===== src/rtl/axis_demux_1x2_if.sv =====
// Single AXI-Stream link (data, valid, ready, last) with producer/consumer views.
interface axis_demux_1x2_if #(
    parameter int DATA_WIDTH = 8
) ();
    logic [DATA_WIDTH-1:0] tdata;
    logic                  tvalid;
    logic                  tready;
    logic                  tlast;

    modport master (output tdata, output tvalid, output tlast, input  tready);
    modport slave  (input  tdata, input  tvalid, input  tlast, output tready);
endinterface


===== src/rtl/axis_demux_1x2.sv =====
// Packet-aware 1-to-2 AXI-Stream demux; AXIS_DEMUX_PKT_LOCK_EN pins whole packets to the first beat's select.
// Latency: 1 cycle, fully registered outputs. Backpressure: 2-entry head/skid buffer, registered s_axis.tready.
// A stalled destination blocks both ports; beats leave strictly in acceptance order.
module axis_demux_1x2 #(
    parameter int DATA_WIDTH = 8
) (
    input  logic                    clk,
    input  logic                    reset_n,
    input  logic                    select,
    axis_demux_1x2_if.slave         s_axis,
    axis_demux_1x2_if.master        m_axis_1,
    axis_demux_1x2_if.master        m_axis_2
);

    typedef struct packed {
        logic [DATA_WIDTH-1:0] data;
        logic                  last;
        logic                  dest;
    } entry_t;

    entry_t head_q, head_d;
    entry_t skid_q, skid_d;
    entry_t in_beat;
    logic   head_vld_q, head_vld_d;
    logic   skid_vld_q, skid_vld_d;
    logic   rdy_q, rdy_d;
    logic   accept;
    logic   drain;
    logic   beat_dest;

    assign accept = s_axis.tvalid && rdy_q;
    assign drain  = head_vld_q && (head_q.dest ? m_axis_2.tready : m_axis_1.tready);

`ifdef AXIS_DEMUX_PKT_LOCK_EN
    typedef enum logic {
        IDLE,
        LOCKED
    } state_t;

    state_t state_q, state_d;
    logic   lock_dest_q, lock_dest_d;

    always_comb begin
        state_d     = state_q;
        lock_dest_d = lock_dest_q;
        beat_dest   = select;
        case (state_q)
            IDLE: begin
                if (accept && !s_axis.tlast) begin
                    state_d     = LOCKED;
                    lock_dest_d = select;
                end
            end
            LOCKED: begin
                beat_dest = lock_dest_q;
                if (accept && s_axis.tlast) begin
                    state_d = IDLE;
                end
            end
            default: state_d = IDLE;
        endcase
    end

    always_ff @(posedge clk or negedge reset_n) begin
        if (!reset_n) begin
            state_q     <= IDLE;
            lock_dest_q <= 1'b0;
        end else begin
            state_q     <= state_d;
            lock_dest_q <= lock_dest_d;
        end
    end
`else
    assign beat_dest = select;
`endif

    assign in_beat = {s_axis.tdata, s_axis.tlast, beat_dest};

    // Registered ready means accept never coincides with a full skid.
    always_comb begin
        head_d     = head_q;
        head_vld_d = head_vld_q;
        skid_d     = skid_q;
        skid_vld_d = skid_vld_q;
        if (skid_vld_q) begin
            if (drain) begin
                head_d     = skid_q;
                head_vld_d = 1'b1;
                skid_vld_d = 1'b0;
            end
        end else if (accept) begin
            if (!head_vld_q || drain) begin
                head_d     = in_beat;
                head_vld_d = 1'b1;
            end else begin
                skid_d     = in_beat;
                skid_vld_d = 1'b1;
            end
        end else if (drain) begin
            head_vld_d = 1'b0;
        end
        rdy_d = !skid_vld_d;
    end

    always_ff @(posedge clk or negedge reset_n) begin
        if (!reset_n) begin
            head_q     <= '0;
            head_vld_q <= 1'b0;
            skid_q     <= '0;
            skid_vld_q <= 1'b0;
            rdy_q      <= 1'b0;
        end else begin
            head_q     <= head_d;
            head_vld_q <= head_vld_d;
            skid_q     <= skid_d;
            skid_vld_q <= skid_vld_d;
            rdy_q      <= rdy_d;
        end
    end

    assign s_axis.tready   = rdy_q;

    assign m_axis_1.tvalid = head_vld_q && !head_q.dest;
    assign m_axis_1.tdata  = head_q.data;
    assign m_axis_1.tlast  = head_q.last;

    assign m_axis_2.tvalid = head_vld_q && head_q.dest;
    assign m_axis_2.tdata  = head_q.data;
    assign m_axis_2.tlast  = head_q.last;

endmodule


===== src/flat_wrapper.sv =====
// flat-port wrapper written by rule: the top's interface ports become plain ports
module axis_demux_1x2_flat 
#(
    parameter int DATA_WIDTH = 8
)
  (clk, reset_n, select, s_axis_tdata, s_axis_tvalid, s_axis_tlast, s_axis_tready, m_axis_1_tdata, m_axis_1_tvalid, m_axis_1_tlast, m_axis_1_tready, m_axis_2_tdata, m_axis_2_tvalid, m_axis_2_tlast, m_axis_2_tready);
  axis_demux_1x2_if #(.DATA_WIDTH(DATA_WIDTH)) s_axis_i ();
  axis_demux_1x2_if #(.DATA_WIDTH(DATA_WIDTH)) m_axis_1_i ();
  axis_demux_1x2_if #(.DATA_WIDTH(DATA_WIDTH)) m_axis_2_i ();
  input  logic clk;
  input  logic reset_n;
  input  logic select;
  input wire logic [$bits(s_axis_i.tdata)-1:0] s_axis_tdata;
  input wire logic [$bits(s_axis_i.tvalid)-1:0] s_axis_tvalid;
  input wire logic [$bits(s_axis_i.tlast)-1:0] s_axis_tlast;
  output wire logic [$bits(s_axis_i.tready)-1:0] s_axis_tready;
  output wire logic [$bits(m_axis_1_i.tdata)-1:0] m_axis_1_tdata;
  output wire logic [$bits(m_axis_1_i.tvalid)-1:0] m_axis_1_tvalid;
  output wire logic [$bits(m_axis_1_i.tlast)-1:0] m_axis_1_tlast;
  input wire logic [$bits(m_axis_1_i.tready)-1:0] m_axis_1_tready;
  output wire logic [$bits(m_axis_2_i.tdata)-1:0] m_axis_2_tdata;
  output wire logic [$bits(m_axis_2_i.tvalid)-1:0] m_axis_2_tvalid;
  output wire logic [$bits(m_axis_2_i.tlast)-1:0] m_axis_2_tlast;
  input wire logic [$bits(m_axis_2_i.tready)-1:0] m_axis_2_tready;
  assign s_axis_i.tdata = s_axis_tdata;
  assign s_axis_i.tvalid = s_axis_tvalid;
  assign s_axis_i.tlast = s_axis_tlast;
  assign s_axis_tready = s_axis_i.tready;
  assign m_axis_1_tdata = m_axis_1_i.tdata;
  assign m_axis_1_tvalid = m_axis_1_i.tvalid;
  assign m_axis_1_tlast = m_axis_1_i.tlast;
  assign m_axis_1_i.tready = m_axis_1_tready;
  assign m_axis_2_tdata = m_axis_2_i.tdata;
  assign m_axis_2_tvalid = m_axis_2_i.tvalid;
  assign m_axis_2_tlast = m_axis_2_i.tlast;
  assign m_axis_2_i.tready = m_axis_2_tready;
  axis_demux_1x2 #(.DATA_WIDTH(DATA_WIDTH)) u_core (.clk(clk), .reset_n(reset_n), .select(select), .s_axis(s_axis_i), .m_axis_1(m_axis_1_i), .m_axis_2(m_axis_2_i));
endmodule

===== config.mk =====
export PLATFORM = sky130hd
export DESIGN_NAME = axis_demux_1x2_flat
export DESIGN_NICKNAME = d
export VERILOG_FILES = /design/src/rtl/axis_demux_1x2_if.sv /design/src/rtl/axis_demux_1x2.sv /design/src/flat_wrapper.sv
export SDC_FILE = /design/constraint.sdc
export NUM_CORES = 1
export LEC_CHECK = 0
export CAP_MARGIN = 20
export CORE_MARGIN = 3
export CORE_UTILIZATION = 30
export DETAILED_ROUTE_END_ITERATION = 10
export PLACE_DENSITY = 0.65
export SYNTH_ARGS = -nofsm -noshare
export SYNTH_HDL_FRONTEND = slang
export SYNTH_SLANG_ARGS = --single-unit

===== constraint.sdc =====
create_clock -name clk -period 2.9 [get_ports clk]
set_input_delay 0.87 -clock clk [delete_from_list [all_inputs] [get_ports clk]]
set_output_delay 0.87 -clock clk [all_outputs]
set_load 0.03 [all_outputs]

After elaboration in Yosys (flattened, before gate mapping)
Index checks and enable logic that the tools add are counted.
{"block": "totals", "ff_bits": 23, "input_bits": 15, "out_inout_bits": 21, "elab_cells": 41}
{"block": "classes", "n_eq_ne": 2, "n_mux": 14, "bitwise_logic": 2, "n_reduce_logical": 14}
{"cell": "10-bit two-way mux", "n": 4}
{"cell": "1-bit two-way mux", "n": 10}
{"cell": "3-bit AND reduction", "n": 3}
{"cell": "2-bit nonzero test", "n": 3}
{"cell": "1-bit logical AND", "n": 4}
{"cell": "1-bit logical NOT", "n": 3}
{"cell": "3-bit by 2-bit inequality test with 1-bit output, second input constant", "n": 1}
{"cell": "2-bit inequality test, second input constant", "n": 1}
{"cell": "1-bit NOT", "n": 2}
{"cell": "1-bit logical OR", "n": 1}

Logic depth before layout (Yosys ltp)
Gate-level depths: netlist of the first run.
{"block": "depth", "ltp_word": 7, "depth_mapped": 4, "ltp_nobuf": 3}

Worst setup path after synthesis of the first run
No wires, ideal clock.
{"block": "synth_timing", "kind": "input to register", "startpoint": "input m_axis_1_tready", "endpoint": "register u_core.skid_q[0] (netlist bit)", "setup_ns": 0.125, "t_arrival_ns": 1.909, "t_required_ns": 2.775, "slack_ns": 0.866, "path_stages": 4, "n_path_buf": 1, "cell_sequence": "mux2_4 > or3_1 > buf_6 > mux2_4"}
{"block": "synth_via", "elab_chain_cells": 5}
{"item": "start, declared", "line": "flat_wrapper.sv:20", "rtl": "input wire logic [$bits(m_axis_1_i.tready)-1:0] m_axis_1_tready;"}
{"item": "1-bit two-way mux", "line": "axis_demux_1x2.sv:32", "rtl": "assign drain = head_vld_q && (head_q.dest ? m_axis_2.tready : m_axis_1.tready);"}
{"item": "1-bit logical AND", "line": "axis_demux_1x2.sv:32"}
{"item": "1-bit logical OR", "line": "axis_demux_1x2.sv:92", "rtl": "if (!head_vld_q || drain) begin"}
{"item": "1-bit NOT (no source line)"}
{"item": "3-bit AND reduction (no source line)"}
{"item": "end signal, assigned", "line": "axis_demux_1x2.sv:115", "rtl": "skid_q <= skid_d;"}
{"item": "end, declared", "line": "axis_demux_1x2.sv:22", "rtl": "entry_t skid_q, skid_d;"}
No other way between the ends.
A chain may end at the register's enable or synchronous reset.

Worst setup path after layout of the first run
{"block": "layout_timing", "startpoint": "register u_core.head_vld_q", "endpoint": "output m_axis_1_tvalid"}
{"block": "layout_via", "elab_chain_cells": 1}
{"item": "start, declared", "line": "axis_demux_1x2.sv:24", "rtl": "logic head_vld_q, head_vld_d;"}
{"item": "start signal, assigned", "line": "axis_demux_1x2.sv:114", "rtl": "head_vld_q <= head_vld_d;"}
{"item": "1-bit logical AND", "line": "axis_demux_1x2.sv:123", "rtl": "assign m_axis_1.tvalid = head_vld_q && !head_q.dest;"}
{"item": "end, declared", "line": "flat_wrapper.sv:18", "rtl": "output wire logic [$bits(m_axis_1_i.tvalid)-1:0] m_axis_1_tvalid;"}
No other way between the ends.

==> results of run 1 <==
[per-stage QoR]
step,cells,hold slack [ns],area (um2),setup slack (ns),total power [mW]
finish,154,0.5121,1511,0.4018,1.909
global route,154,0.5342,1511,0.3447,2.034
CTS,154,0.5184,1511,0.4013,1.939
detailed placement,150,0.4902,1465,0.2268,1.731
global placement,150,0.4888,1465,0.2395,1.710
floorplan,84,0.4757,1182,0.8663,1.492
[area by class of cell]
cell class	count	area, um2
fillers	383	2232
flip-flops and latches	23	575.6
multi-input cells	40	456.7
repair buffers	37	365.4
well taps	48	60.06
clock buffers	3	41.29
inverters	2	7.507
clock inverters	1	5.005
[cells in the mapped netlist, drive strengths merged]
cell,n,area [um2]
nand2,1,3.750
a2bb2oi,1,15.01
and2,1,7.510
dfrtp,23,575.6
a21o,1,8.760
inv,2,7.510
nand3b,1,7.510
or3,1,6.260
a31oi,1,6.260
mux2,31,390.4
nor2,1,3.750
o211ai,1,7.510
buf,19,142.6
[worst max-delay path: stages (launching register included)]
cell and delay [ns]:
dfrtp_1 0.42, inv_1 0.11, nor2_1 0.13, clkdlybuf4s50_1 0.69
[final timing paths]
check,from,endpoint
min,u_core.skid_q[8],u_core.skid_q[8]
min reg2reg,u_core.skid_q[8],u_core.skid_q[8]
max reg2reg,u_core.skid_vld_q,u_core.skid_q[4]
min in group asynchronous,reset_n,u_core.skid_q[6]
max,u_core.head_vld_q,m_axis_1_tvalid
max in group asynchronous,reset_n,u_core.skid_q[8]
[report_power, final]
group	internal, mW	total [mW]	leakage (nW)	switching [mW]
Sequential	0.486	0.620	0.275	0.134
Clock	0.0958	0.198	0.0255	0.102
Combinational	0.585	1.09	0.361	0.507
Total	1.17	1.91	0.661	0.742
[layer usage]
layer	GRT usage, %	routed length (um)	vias to the layer above
met5	0	0	-
li1	-	-	316
met4	2.920	19	0
met3	3.566	119	2
met1	11.51	830	337
met2	17.64	1096	19
[logic make-up after synthesis]
| kind of cell | after synthesis | synth area share (%) |
|---|---|---|
| muxes | 31 | 33.02 |
| DFF | 23 | 48.68 |
| buffers and inverters | 21 | 12.70 |
| and+or+nand+nor | 5 | 2.434 |
| AOI/OAI and AO/OA | 4 | 3.175 |
[sequential cells by signal, indices dropped and copies added (netlist names)]
signal                 flops
u_core.skid_q             10
u_core.m_axis_1.tdata      8
u_core.head_q              1
u_core.head_vld_q          1
u_core.m_axis_1.tlast      1
u_core.s_axis.tready       1
u_core.skid_vld_q          1
==> results.md, run 1 <==
Status:
- The flow ran to the end, and the final reports show no timing, DRC or antenna violations.

Timing:
- The headroom to the max-slew limit is roughly 60%.
- The total negative slack is 0 ns.
- The worst path in the final design needs a cycle of 2.498 ns, including I/O delays and setup.
- The final critical path takes up 86.15% of the cycle.
- The max-slew violation count is 0.
- The number of hold-slack violations in the final timing report is 0.
- The final count of negative-setup-slack endpoints is 0.
- Setup repair after global routing left no endpoint under its margin.
- For the final database, setup skew stands at 0.008312 ns.
- The top achievable clock speed is 400.3 MHz.
- For the pin with the worst max-slew slack, the measured transition is 0.6004 ns.

Critical path:
- For the worst flop-to-flop path, the logic depth is 3.
- Data on the critical path arrives at its endpoint at 1.63 ns.
- Across all register-to-register paths, the minimum setup slack is 0.88 ns.
- The critical path is of the reg2out type.
- The worst setup path is captured at an output port.
- For the worst setup path, the data required time is around 2.0 ns.
- The startpoint kind of the worst setup timing path is a register.
- The largest fanout on the critical path is 5.

Place:
- The total of buffers placed on input and output ports is 35.
- Routability-driven placement finished with a final weighted congestion of ~0.7.
- The detailed-placement wirelength estimate is 1538 um.

Power and ir drop:
- Summed over all cells, the static leakage comes to 0.6611 nW.
- The worst-case IR drop observed on VDD is 0.0005257 V.
- The power density over the cells is 1263 nW/um2.

Routing:
- The final layout contains routed wiring with a total length of 2066 um.
- Once detail routing completed, the nets flagged for antenna violations numbered 0.
- The first detailed-routing pass ran for 4 iterations.
- The via density per instance is 4.377.
- For this block, the initial DRC count from the detailed router was 17.
- After detailed routing, the number of remaining DRC violations is 0.
- The post-detailed-route wirelength per cell is roughly 13 um.
- The total number of vias is ~670.

Floorplanning:
- The die is 68.78 um tall.
- The floorplan has 22 rows.
- In this run the horizontal extent of the chip is 68.78 um.
- The floorplan step defined a die boundary enclosing 4731 um2.
- The total I/O pin count is 36.
- For this configuration, the core starts out at a cell density of 31.58%.
- The core footprint is 3744 um2.

Global route:
- The via count of the first global-routing pass is 724.
- The initial antenna violation count was 0.
- The global-route wire length before repair is 3491 um.
- Entering global routing, the biggest net connects 24 pins.
- Global routing used 10.08% of the available tracks across all layers.
- The remaining global-route overflow is 0.

Clock network:
- The later pin in the worst-skew pair is clocked with a latency of 0.26 ns.
- Post-CTS timing repair inserted 0 buffers for setup.
- The clock net sink count is 23.
- CTS placed an instance of clkbuf_8 at the clock tree root.
- The clock transition at the register clock pins on the worst setup and hold paths after CTS is ~0.09 ns.
- TritonCTS created 3 clock buffers.
- The number of hold-repair buffers added at the cts stage is 0.
- The number of H-tree levels is 1.
- The quantity of gates resized following cts is 0.
- TritonCTS built the clock tree.
- The buffer depth of the longest clock path is 2.

Finish:
- The library cells used most frequently in the layout, excluding fill and tap cells, are 35 x clkdlybuf4s50_1, 23 x dfrtp_1, 20 x mux2_2.
- The share of the core filled with cells in the final layout is between 40 and 50%.
- The repair_antennas step left the layout with diodes totalling 0.
- The area growth from synthesis to layout is 27.83%.
- The commonest non-fill, non-tap cell in the layout is clkdlybuf4s50_1.
- The layout net count is 122.
- Cells with a size suffix above 1 make up 37.74% of the layout.

Synth:
- The Yosys warning count is 0.
- The mean instance size in the synthesized netlist is 14.08 um2.
- The proportion of synthesized chip area in sequential cells is 48.68%.
- The total nets after synthesis is 99.
- The synthesized design contains 23 register bits.
- In the synthesized netlist, the number of instances is 84.
- The netlist uses 16 different library cells.
- The synthesized netlist occupies a cell area of 1182 um2.

Hold path:
- The class of the worst hold path is reg2reg.
- The number of cells on the worst hold path is 1.

Job:
- Across the run, the number of max-cap violations was 0.
Note: power is estimated with default switching activity, not from simulation.
==> inputs of run 2 (changes only) <==
- CAP_MARGIN: 20 -> unset
- DONT_BUFFER_PORTS: unset -> 1
- PLACE_DENSITY: 0.65 -> 0.54
==> results.md, run 2 (synthesis gave the netlist of run 1 again) <==
Routing:
- The post-detailed-route wirelength per cell came to 16.29 um (+21%).
- The via density per instance came to 4.521 (+3.3%).
- The number of detailed-routing iterations run before antenna repair is 4 (unchanged).
- The routed wire length is 1906 um (-7.7%).
- The count of antenna-violating nets left after detailed routing is 0 (unchanged).
- The total number of vias is 529 (-22%).
- The number of DRC markers in iteration 0 is 4 (-13).
- The DRC violation count after routing is 0 (unchanged).

Timing:
- The final count of negative-setup-slack endpoints is 0 (unchanged).
- The number of hold-slack violations in the final timing report is 0 (unchanged).
- The max-slew violation count was 0 (unchanged).
- The worst hold slack is 0.2977 ns (-0.2144 ns).
- Setup repair after global routing left no endpoint under its margin.
- The total negative slack is 0 ns (unchanged).
- The worst-margin pin slew is 0.6290 ns (+0.02869 ns).
- The top achievable clock speed was 476.1 MHz (+19%).
- The largest clock skew in the final design was 0.002066 ns (-0.006246 ns).
- The post-route clock period utilization is 72.43% (-14 points).
- The headroom to the max-slew limit is 58.03% (-2.0 points).
- The clock period minus final worst setup slack is 2.101 ns (-0.3977 ns).

Critical path:
- The critical path startpoint is u_core.head_vld_q.
- The largest fanout on the critical path was 5 (unchanged).
- The signal arrival time at the worst endpoint is 1.23 ns (-0.40 ns).
- The type of the worst setup path is reg2out.
- The kind of end point of the critical path is an output port.
- The startpoint kind of the worst setup timing path is a register.
- The worst path required time is 2.03 ns (about the same).
- The worst flop-to-flop path startpoint is u_core.skid_vld_q.

Global route:
- The global-route usage over all layers is 9.088% (-0.99 points).
- The remaining global-route overflow is 0 (unchanged).
- The pin count of the biggest net entering global routing is 24 (unchanged).
- The global-route wire length before repair is 3111 um (-11%).
- The initial antenna violation count was 0 (unchanged).
- The via count of the first global-routing pass came to 592 (-18%).

Floorplanning:
- The width of the die came to 68.78 um (unchanged).
- The core footprint is 3744 um2 (unchanged).
- The total I/O pin count is 36 (unchanged).
- The area enclosed by the die boundary is 4731 um2 (unchanged).
- The initial core utilization is 31.58% (unchanged).
- The vertical die dimension was 68.78 um (unchanged).
- The number of core rows was 22 (unchanged).

Clock network:
- The quantity of gates resized following cts is 0 (unchanged).
- The post-CTS setup-driven buffer insertion count is 0 (unchanged).
- The tree is rooted in a clkbuf_8.
- The number of hold-repair buffers added at the cts stage was 0 (unchanged).
- TritonCTS built the clock tree.
- The clock transition at the register clock pins on the worst setup and hold paths after CTS came to 0.08 ns (about the same).
- The latest clock arrival within the worst-skew pair is 0.26 ns (about the same).
- The clock net sink count is 23 (unchanged).
- The buffer depth of the longest clock path is 2 (unchanged).
- The number of H-tree levels is 1 (unchanged).
- The number of buffers added by the clock tree synthesis step came to 3 (unchanged).

Finish:
- The largest register by flop count is u_core.skid_q.
- The number of standard cells in the layout, taps in and fillers out is 117 (-24%).
- The layout net count is 85 (-30%).
- The number of fill cells came to 395 (+3.1%).
- The share of the core filled with cells in the final layout is 30.62% (-9.8 points).
- The fraction of layout cells with a size suffix above 1 is 55.07% (+17 points).
- The commonest non-fill, non-tap cell in the layout is dfrtp_1.
- The diode insertion count for antenna repair is 0 (unchanged).
- The library cells used most frequently in the layout, excluding fill and tap cells, are 23 x dfrtp_1, 20 x mux2_2, 11 x mux2_4.
- The area growth from synthesis to layout is -3.069%.
- The finished layout cell area is 1146 um2 (-24%).
- The flip-flop count of the largest register after layout is 10 (unchanged).

Place:
- The placed standard-cell area is 1100 um2 (-25%).
- The total of buffers placed on input and output ports came to 0 (-100%).
- The count of placed standard cells including taps is 113 (-25%).
- The detailed-placement wirelength estimate came to 1342 um (-13%).
- The placer congestion estimate is 0.5972 (-14%).

Status:
- The run finished with clean final reports.

Power and ir drop:
- The cell internal power dissipation was 0.8921 mW (-24%).
- The leakage power is 0.5159 nW (-22%).
- The fraction of power spent switching nets is 43.56% (+4.7 points).
- The relative contribution of sequential cells to total power came to 57.0% (+24 points).
- The part of the total power dissipated in combinational logic was 30.8% (-26 points).
- The fraction of power consumed by the clock network is 12.2% (+1.8 points).
- The power density over the cells is 1379 nW/um2 (+9.2%).
- The net switching power figure is 0.6885 mW (-7.3%).
- The worst voltage drop across the vdd grid came to 0.0004864 V (-7.5%).

Hold path:
- The class of the worst hold path is in2async.

Job:
- The number of max-capacitance violations reported is 0 (unchanged).
[run 2: changes by cell type in the layout (fill, tap and decap cells not counted), sizes merged]
cell and delta:
buf -2, clkdlybuf4s50 -35
[run 2: metal layers]
layer	vias up	GRT usage, %	wire length, um
met5	-	0	0
met3	2	3.404	172
met4	0	3.893	18
met1	265	11.71	829
li1	244	-	-
met2	18	13.59	886
[run 2: stage by stage]
stage / setup slack, ns / total power, mW
floorplan: 0.8663 / 1.492
global placement: 0.6402 / 1.385
finish: 0.7994 / 1.581
detailed placement: 0.6193 / 1.406
global route: 0.7193 / 1.683
CTS: 0.7797 / 1.604
[run 2: path summary, 6_finish.rpt]
kind / slack (ns) / cells past startpoint / end
max: 0.80 / 2 / m_axis_1_tvalid
min: 0.30 / 0 / u_core.m_axis_1.tdata[0]
max reg2reg: 0.84 / 3 / u_core.skid_q[4]
min reg2reg: 0.51 / 1 / u_core.skid_q[4]
max in group asynchronous: 2.53 / 0 / u_core.head_vld_q
min in group clk: 0.51 / 1 / u_core.skid_q[4]
[run 2: critical path, cell delays in order, from the launching register on]
cell,delay [ns]
dfrtp_1,0.41
inv_1,0.11
nor2_1,0.46
[run 2: final cells by class]
type / instances / area (um2) / area share, %
Inverter: 2 / 7.507 / 0.6550
Sequential cell: 23 / 575.6 / 50.22
Clock buffer: 3 / 41.29 / 3.603
Clock inverter: 1 / 5.005 / 0.4367
Multi-Input combinational cell: 40 / 456.7 / 39.85
Tap cell: 48 / 60.06 / 5.240
[run 2: power by group through the flow]
| stage | clock network (mW) | logic (mW) | registers (mW) |
|---|---|---|---|
| after floorplan | 0 | 0.892 | 0.600 |
| after global placement | 0 | 0.477 | 0.908 |
| after detailed placement | 0 | 0.494 | 0.912 |
| after CTS | 0.201 | 0.495 | 0.907 |
| after global routing | 0.225 | 0.524 | 0.934 |
| final | 0.193 | 0.487 | 0.901 |
==> inputs of run 3 (changes only) <==
- clock period: 2.9 -> 2 ns (I/O delays scaled with it)
==> results.md, run 3 (synthesis gave the netlist of run 1 again) <==
Power and ir drop:
- The total design power is 2.351 mW (+49%).
- The worst voltage drop across the vdd grid is 0.0007046 V (+45%).
- The leakage power is 0.5399 nW (+4.7%).
- The power density over the cells is 1986 nW/um2 (+44%).

Timing:
- Setup repair after global routing left no endpoint under its margin.
- The largest clock skew in the final design is 0.002315 ns (+0.0002489 ns).
- The final count of negative-setup-slack endpoints is 0 (unchanged).
- The max-slew violation count is 0 (unchanged).
- The number of hold-slack violations in the final timing report came to 0 (unchanged).
- The worst-margin pin slew is 0.5742 ns (-0.05484 ns).
- The worst path uses around 84% of the clock period.
- Counting I/O delays and the setup requirement, the final critical path takes 1.686 ns.
- The total negative slack is 0 ns (unchanged).
- The worst hold slack was 0.02981 ns (-0.2679 ns).
- The top achievable clock speed is 593.0 MHz.
- The headroom to the max-slew limit is 61.72% (+3.7 points).

Floorplanning:
- The width of the die is 68.78 um (unchanged).
- The area enclosed by the die boundary is 4731 um2 (unchanged).
- The initial core utilization is 31.58% (unchanged).
- The vertical die dimension was 68.78 um (unchanged).
- The number of core rows is 22 (unchanged).
- The core footprint is 3744 um2 (unchanged).
- The total I/O pin count is 36 (unchanged).

Global route:
- The initial antenna violation count is 0 (unchanged).
- The remaining global-route overflow is 0 (unchanged).
- The global-route wire length before repair is 3160 um (+1.6%).
- The global routing met1 resource utilization is 11.22% (-0.48 points).
- The global-route layer with the greatest usage is met2.
- The global routing usage on met2 was 14.90% (+1.3 points).
- The met3 track demand over resource is 2.917% (-0.49 points).
- The via count of the first global-routing pass is 650 (+9.8%).
- The pin count of the biggest net entering global routing was 24 (unchanged).
- The global-route usage over all layers is 9.060% (-0.028 points).

Place:
- The placer congestion estimate is 0.5956 (-0.27%).
- The placed standard-cell area is 1137 um2 (+3.4%).
- The total of buffers placed on input and output ports is 0 (unchanged).
- The detailed-placement wirelength estimate is 1315 um (-2.0%).

Routing:
- The post-detailed-route wirelength per cell came to 15.22 um (-6.6%).
- The number of detailed-routing iterations run before antenna repair was 1 (-3).
- The DRC violation count after routing was 0 (unchanged).
- The routed wire length came to 1857 um (-2.6%).
- The via density per instance is 4.607 (+1.9%).
- The number of DRC markers in iteration 0 was 0 (-4).
- The total number of vias is 562 (+6.2%).
- The count of antenna-violating nets left after detailed routing came to 0 (unchanged).

Critical path:
- The worst stage delay on the critical path is 0.42 ns (-0.04 ns).
- The startpoint kind of the worst setup timing path is a register.
- The largest fanout on the critical path is 10 (+5).
- The worst path required time is 2.14 ns (+0.11 ns).
- The critical path's most frequent cell is mux2_4.
- The signal arrival time at the worst endpoint is 1.83 ns (+0.60 ns).
- The type of the worst setup path is reg2reg.
- The slowest stage of the critical path is the dfrtp_1 cell.
- The kind of end point of the critical path is a register.
- The setup slack of the worst register-to-register path is 0.31 ns (-0.53 ns).
- Traced cell by cell, the critical path runs through mux2_4, or3_1, buf_4, mux2_4.

Hold path:
- In this run the worst hold path is classified as in2async.

Clock network:
- The buffer depth of the longest clock path is 2 (unchanged).
- The number of buffers added by the clock tree synthesis step was 3 (unchanged).
- In this run the clock root is driven by a clkbuf_8.
- TritonCTS built the clock tree.
- The clock transition at the register clock pins on the worst setup and hold paths after CTS was 0.08 ns (about the same).
- The quantity of gates resized following cts is 0 (unchanged).
- The latest clock arrival within the worst-skew pair is 0.25 ns (about the same).
- The number of hold-repair buffers added at the cts stage is 0 (unchanged).
- The post-CTS setup-driven buffer insertion count is 0 (unchanged).
- The clock net sink count came to 23 (unchanged).
- The number of H-tree levels is 1 (unchanged).

Finish:
- The area growth from synthesis to layout is 0.1062%.
- Leaving out fill and tap cells, the most frequent cell in the layout is dfrtp_1.
- The flip-flop count of the largest register after layout is 10 (unchanged).
- The number of fill cells is 392 (-0.76%).
- The finished layout cell area is 1184 um2 (+3.3%).
- The fraction of layout cells with a size suffix above 1 is 58.11% (+3.0 points).
- The layout net count is 90 (+5.9%).
- The share of the core filled with cells in the final layout is 31.62% (+1.0 points).
- The diode insertion count for antenna repair is 0 (unchanged).
- More flip-flops sit in one register than any other, and that register is u_core.skid_q.
- In the layout the commonest cells are 23 x dfrtp_1, 20 x mux2_2, 11 x mux2_4.

Status:
- The flow ran to the end, and the final reports show no timing, DRC or antenna violations.

Job:
- The number of max-capacitance violations reported is 0 (unchanged).
run 3: cell types whose count changed in the layout (fill, tap and decap cells not counted):
cell and change:
buf_4 +5
run 3: path summary, 6_finish.rpt:
path | startpoint | to | cells after the start
hold / removal | reset_n | u_core.m_axis_1.tdata[0] | 0
setup / recovery | u_core.head_q[0] | u_core.skid_q[9] | 4
min in group clk | s_axis_tdata[3] | u_core.skid_q[5] | 1
hold reg to reg | u_core.skid_q[0] | u_core.skid_q[0] | 1
max in group asynchronous | reset_n | u_core.m_axis_1.tdata[2] | 0
setup reg to reg | u_core.head_q[0] | u_core.skid_q[9] | 4
run 3: cell type report:
cell class	count	area [um2]	share of cell area, %
multi-input cells	40	456.7	38.58
well taps	48	60.06	5.074
flip-flops and latches	23	575.6	48.63
repair buffers	5	37.54	3.171
inverters	2	7.507	0.6342
clock buffers	3	41.29	3.488
clock inverters	1	5.005	0.4228
run 3: power breakdown:
part           internal, mW  switching, mW  total, mW
sequential            0.697          0.551       1.25
combinational         0.514          0.314      0.828
clock                 0.138          0.137      0.275
total                  1.35           1.00       2.35
run 3: metal layers:
metal	part of all wire, %	wire length (um)
met5	0	0
met3	6.0	111
met4	0.65	12
met1	45	839
met2	48	894
run 3: per-stage QoR:
stage | setup slack, ns | cells
floorplan | 0.2363 | 84
global placement | 0.1787 | 118
detailed placement | 0.1687 | 118
CTS | 0.3029 | 122
global route | 0.2583 | 122
finish | 0.3137 | 122
run 3: critical path: cells and delay by family, from the launching register on:
family                 cells  cell delay (ns)
DFF                        1             0.42
muxes                      2             0.64
and+or+nand+nor            1             0.30
buffers and inverters      1             0.21
